**src/rtl/gather_rr_pkg.sv**
```systemverilog
// gather_pkg: shared channel limits and index type for the gather_rr round-robin merger.
package gather_pkg;

    localparam int GATHER_MAX_CHANNELS = 16;

    typedef logic [3:0] chan_idx_t;

endpackage

```
**src/rtl/gather_rr_arbiter.sv**
```systemverilog
// rr_arbiter: one-hot round-robin grant over req_i, gated by en_i, with the rotating priority pointer.
module rr_arbiter
    import gather_pkg::*;
#(
    parameter int channels = 4
) (
    input  logic                clock,
    input  logic                reset,
    input  logic [channels-1:0] req_i,
    input  logic                en_i,
    output logic [channels-1:0] grant_o,
    output logic [3:0]          gidx_o
);

    chan_idx_t           ptr_q, ptr_d;
    logic [channels-1:0] hi, sel;

    // Requests at or above ptr win first; otherwise wrap to the lowest requester.
    always_comb begin
        hi = '0;
        for (int i = 0; i < channels; i++) hi[i] = req_i[i] && (i >= int'(ptr_q));
        sel = |hi ? hi : req_i;
        grant_o = '0;
        gidx_o = '0;
        for (int i = channels - 1; i >= 0; i--)
            if (sel[i]) begin
                grant_o = '0;
                grant_o[i] = en_i;
                gidx_o = chan_idx_t'(i);
            end
    end

    assign ptr_d = (en_i && |req_i)
                 ? ((gidx_o == chan_idx_t'(channels - 1)) ? '0 : chan_idx_t'(gidx_o + 4'd1))
                 : ptr_q;

    always_ff @(posedge clock or posedge reset)
        if (reset) ptr_q <= '0;
        else ptr_q <= ptr_d;

endmodule

```
**src/rtl/gather_rr.sv**
```systemverilog
// gather_rr: merges N valid/ready channels into one registered stream, round-robin fair.
// Define GATHER_RR_TAG_EN to add the s_chan source-index output.
module gather_rr
    import gather_pkg::*;
#(
    parameter int width    = 8,
    parameter int channels = 4
) (
    input  logic                      clock,
    input  logic                      reset,
    input  logic [channels*width-1:0] m_data,
    input  logic [channels-1:0]       m_valid,
    output logic [channels-1:0]       m_ready,
    output logic [width-1:0]          s_data,
    output logic                      s_valid,
    input  logic                      s_ready
`ifdef GATHER_RR_TAG_EN
    ,
    output logic [3:0]                s_chan
`endif
);

    logic             ld, xfer, s_valid_q;
    logic [width-1:0] s_data_q, s_data_d;
    chan_idx_t        gidx;

    assign ld = !s_valid_q || s_ready;

    // Enable is also killed by reset so m_ready drops as soon as reset asserts.
    rr_arbiter #(.channels(channels)) u_arb (
        .clock   (clock),
        .reset   (reset),
        .req_i   (m_valid),
        .en_i    (ld && !reset),
        .grant_o (m_ready),
        .gidx_o  (gidx)
    );

    assign xfer = |m_ready;

    always_comb begin
        s_data_d = '0;
        for (int i = 0; i < channels; i++)
            if (gidx == chan_idx_t'(i)) s_data_d = m_data[i*width +: width];
    end

    always_ff @(posedge clock or posedge reset)
        if (reset) begin
            s_valid_q <= 1'b0;
            s_data_q <= '0;
        end else if (ld) begin
            s_valid_q <= xfer;
            if (xfer) s_data_q <= s_data_d;
        end

    assign s_valid = s_valid_q;
    assign s_data = s_data_q;

`ifdef GATHER_RR_TAG_EN
    chan_idx_t s_chan_q;

    always_ff @(posedge clock or posedge reset)
        if (reset) s_chan_q <= '0;
        else if (ld && xfer) s_chan_q <= gidx;

    assign s_chan = s_chan_q;
`endif

endmodule

```
**config.mk**
```make
export PLATFORM = sky130hd
export DESIGN_NAME = gather_rr
export DESIGN_NICKNAME = d
export VERILOG_FILES = /design/src/rtl/gather_rr_pkg.sv /design/src/rtl/gather_rr_arbiter.sv /design/src/rtl/gather_rr.sv
export SDC_FILE = /design/constraint.sdc
export NUM_CORES = 1
export LEC_CHECK = 0
export BUFFER_PORTS_ARGS = -buffer_cell sky130_fd_sc_hd__buf_2
export CAP_MARGIN = 5
export CORE_MARGIN = 4
export CORE_UTILIZATION = 44
export DETAILED_ROUTE_END_ITERATION = 8
export PLACE_DENSITY_LB_ADDON = 0.2
export SYNTH_ARGS = -nofsm -noshare
export SYNTH_HDL_FRONTEND = slang
export SYNTH_HIERARCHICAL = 1
export SYNTH_SLANG_ARGS = --single-unit
```
**constraint.sdc**
```tcl
create_clock -name clock -period 2.95 [get_ports clock]
set_input_delay 0.4425 -clock clock [delete_from_list [all_inputs] [get_ports clock]]
set_output_delay 0.4425 -clock clock [all_outputs]
set_load 0.02 [all_outputs]
```
==> qor.csv, run 1 <==
stage;metric;value;unit
job;maxCapViolations;0;
pwr;power.ir.vdd_worst;0.377;mV
logic_synthesis;postSynthAreaPerCell;9.62;um2
clock_network;cts.hold.buffers_added;0;
pwr;report.power.total;0.000950;W
sta;fmax;0.397;GHz
floorplan;die_y;54.1;um
logic_synthesis;synth-async-reset-ratio;100;%
sta;slew_viols_final;0;
floorplan;chipWidth;54.1;um
floorplan;fp.dieArea;0.00292;mm2
logic_synthesis;yosys_warnings;6;
worst_setup_path;cp_max_fo;10;
worst_setup_path;path_class;flop to flop;
logic_synthesis;syn-cell-area;933;um2
clock_network;cts_tree;built;
final_layout;final_layout_size_suffix_gt1_share;44.2;%
clock_network;cts.htree.levels;1;
clock_network;clk_pin_slew_worst_paths;70;ps
detailed_routing;num_vias;904;
worst_setup_path;worst_r2r_path_depth;7;
pwr;p_per_area;788;mW/mm2
final_layout;antenna_cells;0;
detailed_routing;routed.top_layer;met4;
sta;finalWorstPathRequiredPeriod;2520;ps
clock_network;worst_skew_pair_latency;260;ps
sta;worstMarginPinSlew;589;ps
logic_synthesis;ys.flop_type;sky130_fd_sc_hd__dfrtp_1;
logic_synthesis;synth.top_cells.by_count;sky130_fd_sc_hd__dfrtp_1, sky130_fd_sc_hd__nor2_1, sky130_fd_sc_hd__inv_1;
detailed_routing;drc;0;
clock_network;cts_max_path_bufs;2;
detailed_routing;drt_first_pass_iters;2;
sta;timing.clock.skew;4.67;ps
status;status;completed;
clock_network;cts_made_buffers;3;
logic_synthesis;synth_enable_flop_cells;0;
worst_setup_path;crit-reg2reg-capture;s_data[0];
detailed_routing;m1WireLength;950;um
placed_design;dp_hpwl;1.85;mm
logic_synthesis;synth.lib_cells_used.distinct;37;
grt;globalRouteOverflowTotal;0;
logic_synthesis;synth_largest_area_cell;sky130_fd_sc_hd__dfrtp_1;
sta;timing.max_slew.rel_slack;60.6;%
detailed_routing;route.met2.wl;1.06;mm
final_layout;post-route-util;60.9;%
worst_setup_path;worstPathRequired;3150;ps
grt;grt_start_max_net_pins;18;
sta;rsz0062_at_grt;false;
placed_design;numPortBuffers;51;
detailed_routing;antenna_violating_nets_post_route;0;
final_layout;layout_overhead_on_the_synthesized_area;29.2;%
final_layout;nFillCells;187;
logic_synthesis;postSynthCellCount;97;
sta;final.hold.worst_slack;48.9;ps
floorplan;initial_core_util;47.1;%
worst_setup_path;crit_slowest_cell;sky130_fd_sc_hd__dfrtp_1;
logic_synthesis;synth.area.top_cells;sky130_fd_sc_hd__dfrtp_1, sky130_fd_sc_hd__mux4_1, sky130_fd_sc_hd__a22o_1;
worst_setup_path;critical_path.endpoint_type;flop;
logic_synthesis;ys_seq_area_share;29.5;%
worst_setup_path;worstReg2RegStart;u_arb/ptr_q[1];
worst_setup_path;start_kind;flop;
placed_design;gp_congestion;0.759;
detailed_routing;met3RoutedLength;154;um
floorplan;coreArea;0.00198;mm2
pwr;power.leakage;0.625;nW
worst_setup_path;crit_arrival;2720;ps
detailed_routing;drt-total-wl;2.19;mm
grt;grt_pass1_wl;3.81;mm
clock_network;post_cts.resized_instances;0;
grt;vias_in_the_first_global_route;930;
floorplan;io_pins;52;
grt;grtUsageTotal;18.4;%
sta;period_share;85.3;%
logic_synthesis;post-synth-top-count-cell;sky130_fd_sc_hd__dfrtp_1;
sta;report.final.hold_viol_count;0;
grt;grt_antenna_before_repair;0;
placed_design;post-place-cells;170;
detailed_routing;avgViaCountPerCell;5.20;
logic_synthesis;yosysTopAreaCellShare;29.5;%
final_layout;finish.net_count;188;
floorplan;rows;16;
clock_network;root_buffer;sky130_fd_sc_hd__clkbuf_4;
sta;fin_setup_tns;0;ps
clock_network;cts.sinks;11;
worst_setup_path;critical_path.cell_chain;nand2b_4 -> a221o_1 -> a2111oi_2 -> nor4_1 -> nand2b_2 -> nor3_1 -> a22o_1;
clock_network;post_cts_buffers;0;
detailed_routing;detail_route.iter0.violations;6;
final_layout;final-instance-count-excl-fill;174;
detailed_routing;dr_wl_cell;12.6;um
worst_setup_path;ff_to_ff_setup_slack;430;ps
logic_synthesis;synth-seq-cells;11;
sta;setup-violations-final;0;
hold_path;hp-class;primary input to async pin;
worst_setup_path;crit_path_max_incr_delay;480;ps
==> cells by family after synthesis <==
kind of cell | count (synthesis) | share of synthesized area, %
AND/OR/NAND/NOR | 31 | 17.0
multiplexers | 9 | 18.2
buffers and inverters | 16 | 9.92
other | 1 | 0.402
adder cells (fa/ha/maj) | 1 | 1.34
flip-flops | 11 | 29.5
AO/OA/AOI/OAI | 28 | 23.6
==> worst max path at each step <==
| stage | from | cells after the start | endpoint |
|---|---|---|---|
| 2_1_floorplan | m_valid[2] | 8 | s_data[0] |
| 3_3_place_gp | m_valid[2] | 8 | s_data[0] |
| 3_5_place_dp | m_valid[2] | 8 | s_data[6] |
| 4_1_cts | u_arb/ptr_q[1] | 7 | s_data[6] |
| 5_1_grt | u_arb/ptr_q[1] | 7 | s_data[3] |
| 6_report | u_arb/ptr_q[1] | 7 | s_data[0] |
==> power by group <==
part | leakage (nW) | switching (W) | internal (W)
registers | 0.138 | 0.0000614 | 0.000226
logic | 0.470 | 0.000304 | 0.000259
clock network | 0.0177 | 0.0000500 | 0.0000501
==> state kept, by name (all words and copies together) (netlist names) <==
register	cells
s_valid	1
u_arb/ptr_q	2
s_data	8
==> per-stage QoR <==
stage                     area, um2  setup slack, ps
after floorplan                 937              257
after global placement         1180              510
after detailed placement       1180              376
after CTS                      1210              431
after global routing           1210              264
final                          1210              434
==> cell type report <==
cell class / count / area (um2) / share of cell area [%]
Sequential cell: 11 / 275 / 22.8
Timing Repair Buffer: 53 / 270 / 22.4
Tap cell: 27 / 33.8 / 2.80
Clock buffer: 3 / 22.5 / 1.87
Multi-Input combinational cell: 71 / 569 / 47.2
Inverter: 8 / 30.0 / 2.49
Clock inverter: 1 / 5.00 / 0.415
==> per-layer routing <==
metal / track usage, % / up-vias
met5: 0 / -
met4: 7.47 / 0
met3: 4.71 / 2
met2: 30.8 / 34
met1: 22.3 / 405
li1: - / 463
==> cell usage in the layout (no fill, tap or decap) <==
master / instances
sky130_fd_sc_hd__nand2b_4: 1
sky130_fd_sc_hd__o21ai_0: 6
sky130_fd_sc_hd__a221oi_1: 1
sky130_fd_sc_hd__clkbuf_4: 3
sky130_fd_sc_hd__clkinv_2: 1
sky130_fd_sc_hd__nand3_1: 3
sky130_fd_sc_hd__mux4_1: 4
sky130_fd_sc_hd__nand2b_2: 1
sky130_fd_sc_hd__nor2_1: 10
sky130_fd_sc_hd__a211oi_1: 1
sky130_fd_sc_hd__a21boi_0: 1
sky130_fd_sc_hd__mux4_2: 1
sky130_fd_sc_hd__mux2_2: 2
sky130_fd_sc_hd__nor4_1: 1
sky130_fd_sc_hd__a31oi_1: 3
sky130_fd_sc_hd__and3_1: 1
sky130_fd_sc_hd__dfrtp_1: 11
sky130_fd_sc_hd__nand2b_1: 2
sky130_fd_sc_hd__mux2i_1: 2
sky130_fd_sc_hd__a2111oi_2: 1
sky130_fd_sc_hd__nand2_1: 6
sky130_fd_sc_hd__nor3_1: 1
sky130_fd_sc_hd__buf_2: 51
sky130_fd_sc_hd__inv_1: 8
sky130_fd_sc_hd__o31a_1: 1
sky130_fd_sc_hd__o2bb2ai_1: 2
sky130_fd_sc_hd__nand4_1: 3
sky130_fd_sc_hd__o41ai_2: 1
sky130_fd_sc_hd__ha_1: 1
sky130_fd_sc_hd__nor2b_1: 2
sky130_fd_sc_hd__a21oi_1: 2
sky130_fd_sc_hd__a221o_1: 1
sky130_fd_sc_hd__conb_1: 2
sky130_fd_sc_hd__a22o_1: 6
sky130_fd_sc_hd__a21bo_2: 1
sky130_fd_sc_hd__o211ai_1: 1
sky130_fd_sc_hd__buf_4: 2
==> worst max-delay path: cells and delay by family (launching register included) <==
family,cells,cell delay (ps)
flip-flops,1,480
AO/OA/AOI/OAI,3,990
AND/OR/NAND/NOR,4,990
Note: power is estimated with default switching activity, not from simulation.
==> run 2, diff against run 1 <==
--- a/config.mk
+++ b/config.mk
@@ -6,7 +6,6 @@
 export NUM_CORES = 1
 export LEC_CHECK = 0
 export BUFFER_PORTS_ARGS = -buffer_cell sky130_fd_sc_hd__buf_2
-export CAP_MARGIN = 5
 export CORE_MARGIN = 4
 export CORE_UTILIZATION = 44
 export DETAILED_ROUTE_END_ITERATION = 8
==> constraint.sdc (replaced) <==
create_clock -name clock -period 2.7 [get_ports clock]
set_input_delay 0.405 -clock clock [delete_from_list [all_inputs] [get_ports clock]]
set_output_delay 0.405 -clock clock [all_outputs]
set_load 0.02 [all_outputs]
==> run 2 against run 1 <==
Effect of this change: cell count increased by 0.57%; global-route usage is 0.75 points lower; first-iteration DRC count grew to 3.7 times the previous value; setup slack lost 170 ps; wire length increased by 2.8%; sequential power up 10%; final area up 1.2%; critical endpoint is now m_ready[3]; largest cell class unchanged; largest power group unchanged; highest routed layer unchanged.
==> qor.csv, run 2 (synthesis results as in run 1) <==
stage;metric;value;unit;change
status;status;completed;;
grt;grt_pass1_wl;3.63;mm;-4.7%
final_layout;finish.net_count;189;;+0.53%
detailed_routing;avgViaCountPerCell;5.31;;+2.3%
sta;slew_viols_final;0;;unchanged
floorplan;coreArea;0.00198;mm2;unchanged
clock_network;cts_max_path_bufs;2;;unchanged
sta;fmax;0.411;GHz;
job;maxCapViolations;0;;unchanged
floorplan;rows;16;;unchanged
worst_setup_path;path_class;primary input to primary output;;
sta;rsz0062_at_grt;false;;
grt;grtUsageTotal;17.6;%;-0.75 points
clock_network;cts.sinks;11;;unchanged
worst_setup_path;worstPathRequired;2300;ps;-850 ps
pwr;power.leakage;0.631;nW;+0.85%
detailed_routing;drt-total-wl;2.25;mm;+2.8%
placed_design;gp_congestion;0.760;;about the same
clock_network;root_buffer;sky130_fd_sc_hd__clkbuf_4;;
final_layout;final_layout_size_suffix_gt1_share;44.6;%;+0.38 points
worst_setup_path;start_kind;primary input;;
grt;globalRouteOverflowTotal;0;;unchanged
sta;final.hold.worst_slack;422;ps;+374 ps
final_layout;final-instance-count-excl-fill;175;;+0.57%
pwr;report.power.total;0.00104;W;+9.9%
sta;finalWorstPathRequiredPeriod;2430;ps;
final_layout;mostFrequentLayoutCells;sky130_fd_sc_hd__buf_2, sky130_fd_sc_hd__dfrtp_1, sky130_fd_sc_hd__nor2_1;;
detailed_routing;dr_wl_cell;12.9;um;+2.2%
worst_setup_path;ff_to_ff_setup_slack;360;ps;-70 ps
pwr;power.ir.vdd_worst;0.430;mV;+14%
clock_network;cts.htree.levels;1;;unchanged
sta;timing.max_slew.rel_slack;62.7;%;+2.2 points
sta;setup-violations-final;0;;unchanged
floorplan;fp.dieArea;0.00292;mm2;unchanged
hold_path;min-delay-start;m_data[26];;
worst_setup_path;setup_crit_start;reset;;
worst_setup_path;critical_path.endpoint_type;primary output;;
pwr;p_per_area;855;mW/mm2;+8.6%
floorplan;die_y;54.1;um;unchanged
worst_setup_path;crit_arrival;2030;ps;-690 ps
detailed_routing;num_vias;930;;+2.9%
placed_design;dp_hpwl;1.82;mm;-1.7%
hold_path;cell_count_of_the_worst_hold_path;3;;
sta;period_share;90.1;%;
final_layout;flip_flop_count_of_the_largest_register_after_layout;8;;unchanged
final_layout;layout_overhead_on_the_synthesized_area;30.8;%;
placed_design;numPortBuffers;51;;unchanged
sta;timing.clock.skew;9.30;ps;+4.63 ps
final_layout;final_common_cell;sky130_fd_sc_hd__buf_2;;
floorplan;chipWidth;54.1;um;unchanged
sta;worstMarginPinSlew;557;ps;-32.5 ps
detailed_routing;antenna_violating_nets_post_route;0;;unchanged
hold_path;hp-class;primary input to flop;;
worst_setup_path;worstReg2RegStart;u_arb/ptr_q[1];;
clock_network;cts_made_buffers;3;;unchanged
grt;grt_antenna_before_repair;0;;unchanged
final_layout;antenna_cells;0;;unchanged
sta;report.final.hold_viol_count;0;;unchanged
clock_network;worst_skew_pair_latency;270;ps;about the same
detailed_routing;detail_route.iter0.violations;22;;+16
floorplan;io_pins;52;;unchanged
placed_design;post-place-cells;170;;unchanged
worst_setup_path;worst_r2r_path_depth;7;;unchanged
floorplan;initial_core_util;47.1;%;unchanged
worst_setup_path;cp_max_fo;4;;-6
sta;fin_setup_tns;0;ps;unchanged
hold_path;whs_endpoint;s_data[2];;
worst_setup_path;crit-reg2reg-capture;s_data[0];;
grt;vias_in_the_first_global_route;921;;-0.97%
detailed_routing;drt_first_pass_iters;4;;+2
grt;grt_start_max_net_pins;18;;unchanged
clock_network;clk_pin_slew_worst_paths;80;ps;about the same
detailed_routing;drc;0;;unchanged
clock_network;cts_tree;built;;
## run 2: routing by layer
| layer | share of wire [%] | wire, um | global-route usage, % | vias up |
|---|---|---|---|---|
| met5 | 0 | 0 | 0 | - |
| met4 | 1.2 | 27 | 9.96 | 0 |
| met3 | 6.8 | 153 | 3.32 | 2 |
| met2 | 50 | 1130 | 31.3 | 34 |
| met1 | 42 | 935 | 19.5 | 431 |
| li1 | - | - | - | 463 |
## run 2: how the worst max path moves through the flow
stage,to,depth (start not counted)
2_1_floorplan,s_data[0],8
3_3_place_gp,s_data[0],8
3_5_place_dp,s_data[3],8
4_1_cts,s_data[3],7
5_1_grt,s_data[3],9
6_report,m_ready[3],6
## run 2: repair_timing
action                                 4_1_cts  5_1_grt
setup endpoints to repair                    0        5
resized for setup                            0        1
buffers inserted                             0        0
hold buffers                                 0        1
endpoints found under the hold margin        0        2
## run 2: report_power, final
group	leakage, nW	switching, W	total (W)	internal [W]
Clock	0.0177	0.0000571	0.000112	0.0000548
Sequential	0.138	0.0000694	0.000316	0.000247
Combinational	0.475	0.000333	0.000617	0.000284
## run 2: layout make-up
type                       instances  area, um2
inverter                           8       30.0
sequential                        11        275
multi-input combinational         71        574
clock inverter                     1       5.00
clock buffer                       3       22.5
fill                             175        761
tap                               27       33.8
timing repair buffer              54        280
## run 2: worst max-delay path, stage by stage
cell                            delay, ps
sky130_fd_sc_hd__dlygate4sd3_1        550
sky130_fd_sc_hd__buf_2                150
sky130_fd_sc_hd__nor2_1               250
sky130_fd_sc_hd__inv_1                110
sky130_fd_sc_hd__a2111oi_2            340
sky130_fd_sc_hd__buf_2                230
## run 2: metrics by stage
| step | setup slack [ps] | cell area [um2] | utilization [%] |
|---|---|---|---|
| 2_1_floorplan | 44.7 | 937 | - |
| 3_3_place_gp | 293 | 1180 | 59.5 |
| 3_5_place_dp | 192 | 1180 | 59.5 |
| 4_1_cts | 212 | 1210 | 60.9 |
| 5_1_grt | 80.8 | 1220 | 61.6 |
| 6_report | 266 | 1220 | 61.6 |
==> run 3, diff against run 2 <==
--- a/config.mk
+++ b/config.mk
@@ -6,7 +6,7 @@
 export NUM_CORES = 1
 export LEC_CHECK = 0
 export BUFFER_PORTS_ARGS = -buffer_cell sky130_fd_sc_hd__buf_2
-export CORE_MARGIN = 4
+export CORE_MARGIN = 5
 export CORE_UTILIZATION = 44
 export DETAILED_ROUTE_END_ITERATION = 8
 export PLACE_DENSITY_LB_ADDON = 0.2
==> run 3 against run 2 <==
Effect of this change: count of clock-buffer cells in the layout is 1 higher; first-iteration DRC count decreased by 9.1%; clock power decreased by 5%; wire length rose by 0.67%; global-route usage down 3.3 points; combinational power shrank 1%; sequential cell count stayed put; largest power group unchanged; die area increased by 7.5%; final area shrank 0.92%; critical path depth shrank 2; register-to-register slack improved by 20 ps.
==> qor.csv, run 3 (synthesis results as in run 1) <==
stage;metric;value;unit;change
final_layout;flip_flop_count_of_the_largest_register_after_layout;8;;unchanged
pwr;switching_power;0.000449;W;-2.3%
sta;setup-violations-final;0;;unchanged
worst_setup_path;critical_path.endpoint_type;primary output;;
pwr;power.share.switching;43.3;%;-0.64 points
sta;slew_viols_final;0;;unchanged
floorplan;die_y;56.1;um;+3.7%
final_layout;layout_overhead_on_the_synthesized_area;29.6;%;
floorplan;chipWidth;56.1;um;+3.7%
sta;timing.clock.skew;2.70;ps;-6.60 ps
clock_network;clk_pin_slew_worst_paths;70;ps;about the same
final_layout;final_layout_size_suffix_gt1_share;44.2;%;-0.38 points
grt;grt_pass1_wl;3.77;mm;+4.0%
detailed_routing;avgViaCountPerCell;5.21;;-1.9%
sta;period_share;86.9;%;-3.3 points
floorplan;io_pins;52;;unchanged
pwr;p_int;0.000587;W;+0.24%
detailed_routing;antenna_violating_nets_post_route;0;;unchanged
pwr;p_per_area;856;mW/mm2;about the same
floorplan;rows;16;;unchanged
placed_design;gp_congestion;0.764;;+0.53%
worst_setup_path;worstPathRequired;2300;ps;about the same
final_layout;antenna_cells;0;;unchanged
placed_design;numPortBuffers;51;;unchanged
final_layout;final_common_cell;sky130_fd_sc_hd__buf_2;;
pwr;power.clock.fraction;10.2;%;-0.5 points
final_layout;final-instance-count-excl-fill;174;;-0.57%
grt;vias_in_the_first_global_route;847;;-8.0%
sta;timing.final.ws_setup;355;ps;+88.3 ps
placed_design;pre_cts_slack;205;ps;+12.5 ps
pwr;report.power.total;0.00104;W;-0.88%
hold_path;hp-class;primary input to async pin;;
pwr;power.ir.vdd_worst;0.547;mV;+27%
worst_setup_path;crit_path_max_incr_delay;490;ps;-60 ps
job;maxCapViolations;0;;unchanged
clock_network;cts_made_buffers;3;;unchanged
detailed_routing;drt_first_pass_iters;4;;unchanged
worst_setup_path;cp_max_fo;10;;+6
worst_setup_path;critical_path.cell_chain;nand2b_4 -> a221o_1 -> a2111oi_2 -> buf_2;;
detailed_routing;detail_route.iter0.violations;20;;-9.1%
status;status;completed;;
detailed_routing;dr_wl_cell;13.0;um;+1.2%
pwr;seq_power_share;30.8;%;+0.5 points
worst_setup_path;crit_arrival;1940;ps;-90 ps
pwr;power.leakage;0.624;nW;-1.1%
clock_network;cts_max_path_bufs;2;;unchanged
detailed_routing;drt-total-wl;2.26;mm;+0.67%
final_layout;finish.net_count;188;;-0.53%
sta;report.final.hold_viol_count;0;;unchanged
worst_setup_path;crit_slowest_cell;sky130_fd_sc_hd__dfrtp_1;;
grt;grt_start_max_net_pins;18;;unchanged
sta;fmax;0.426;GHz;+3.8%
sta;final.hold.worst_slack;7.67;ps;-415 ps
detailed_routing;drc;0;;unchanged
sta;fin_setup_tns;0;ps;unchanged
worst_setup_path;start_kind;flop;;
final_layout;mostFrequentLayoutCells;sky130_fd_sc_hd__buf_2, sky130_fd_sc_hd__dfrtp_1, sky130_fd_sc_hd__nor2_1;;
clock_network;cts_tree;built;;
grt;grt_antenna_before_repair;0;;unchanged
sta;rsz0062_at_grt;false;;
worst_setup_path;path_class;flop to primary output;;
clock_network;root_buffer;sky130_fd_sc_hd__clkbuf_4;;
sta;finalWorstPathRequiredPeriod;2350;ps;-88.3 ps
floorplan;fp.dieArea;0.00314;mm2;+7.5%
floorplan;initial_core_util;46.6;%;-0.47 points
pwr;comb_power_share;59.0;%;about the same
floorplan;coreArea;0.00200;mm2;+1.0%
clock_network;worst_skew_pair_latency;260;ps;about the same
placed_design;dp_hpwl;1.93;mm;+5.7%
grt;grtUsageTotal;14.4;%;-3.3 points
grt;globalRouteOverflowTotal;0;;unchanged
clock_network;cts.htree.levels;1;;unchanged
detailed_routing;num_vias;907;;-2.5%
placed_design;post-place-cells;170;;unchanged
clock_network;cts.sinks;11;;unchanged
-- run 3: power by group through the flow --
| stage | registers (W) | logic (W) | clock network (W) |
|---|---|---|---|
| after floorplan | 0.000377 | 0.000420 | 0 |
| after global placement | 0.000316 | 0.000614 | 0 |
| after detailed placement | 0.000317 | 0.000619 | 0 |
| after CTS | 0.000316 | 0.000618 | 0.000110 |
| after global routing | 0.000332 | 0.000678 | 0.000118 |
| final | 0.000319 | 0.000611 | 0.000106 |
-- run 3: critical path: cells and delay by family (launching register included) --
kind,cells,cell delay [ps]
compound gates,2,770
buf+inv,1,230
flops,1,490
simple gates,1,190
-- run 3: area by class of cell --
| class | count | area (um2) |
|---|---|---|
| sequential | 11 | 275 |
| inverter | 8 | 30.0 |
| clock buffer | 4 | 26.3 |
| fill | 177 | 792 |
| multi-input combinational | 71 | 574 |
| tap | 27 | 33.8 |
| timing repair buffer | 53 | 270 |
-- run 3: timing repair --
action / 4_1_cts / 5_1_grt
hold buffers: 0 / 0
gates resized for setup: 0 / 1
endpoints found under the hold margin: 0 / 0
setup buffers: 0 / 0
setup endpoints to repair: 0 / 5
-- run 3: routing by layer --
| metal | wire (um) | part of all wire (%) | GRT usage, % |
|---|---|---|---|
| met4 | 33 | 1.5 | 3.05 |
| met2 | 1070 | 47 | 23.4 |
| met3 | 137 | 6.1 | 3.25 |
| met1 | 1030 | 45 | 19.4 |
| met5 | 0 | 0 | 0 |
-- run 3: worst paths after layout --
| path | slack [ps] | end | cells past startpoint | from |
|---|---|---|---|---|
| max | 350 | m_ready[3] | 4 | u_arb/ptr_q[1] |
| min | 8 | u_arb/ptr_q[1] | 2 | reset |
| max reg2reg | 380 | s_data[3] | 7 | u_arb/ptr_q[1] |
| min reg2reg | 500 | s_data[5] | 1 | s_data[5] |
| max in group asynchronous | 2320 | s_data[5] | 2 | reset |
| min in group clock | 430 | s_data[4] | 3 | m_data[28] |
-- run 3: per-stage QoR --
stage	cell area, um2	util, %
after floorplan	937	-
after global placement	1180	58.9
after detailed placement	1180	58.9
after CTS	1200	60.2
after global routing	1210	60.4
final	1210	60.4
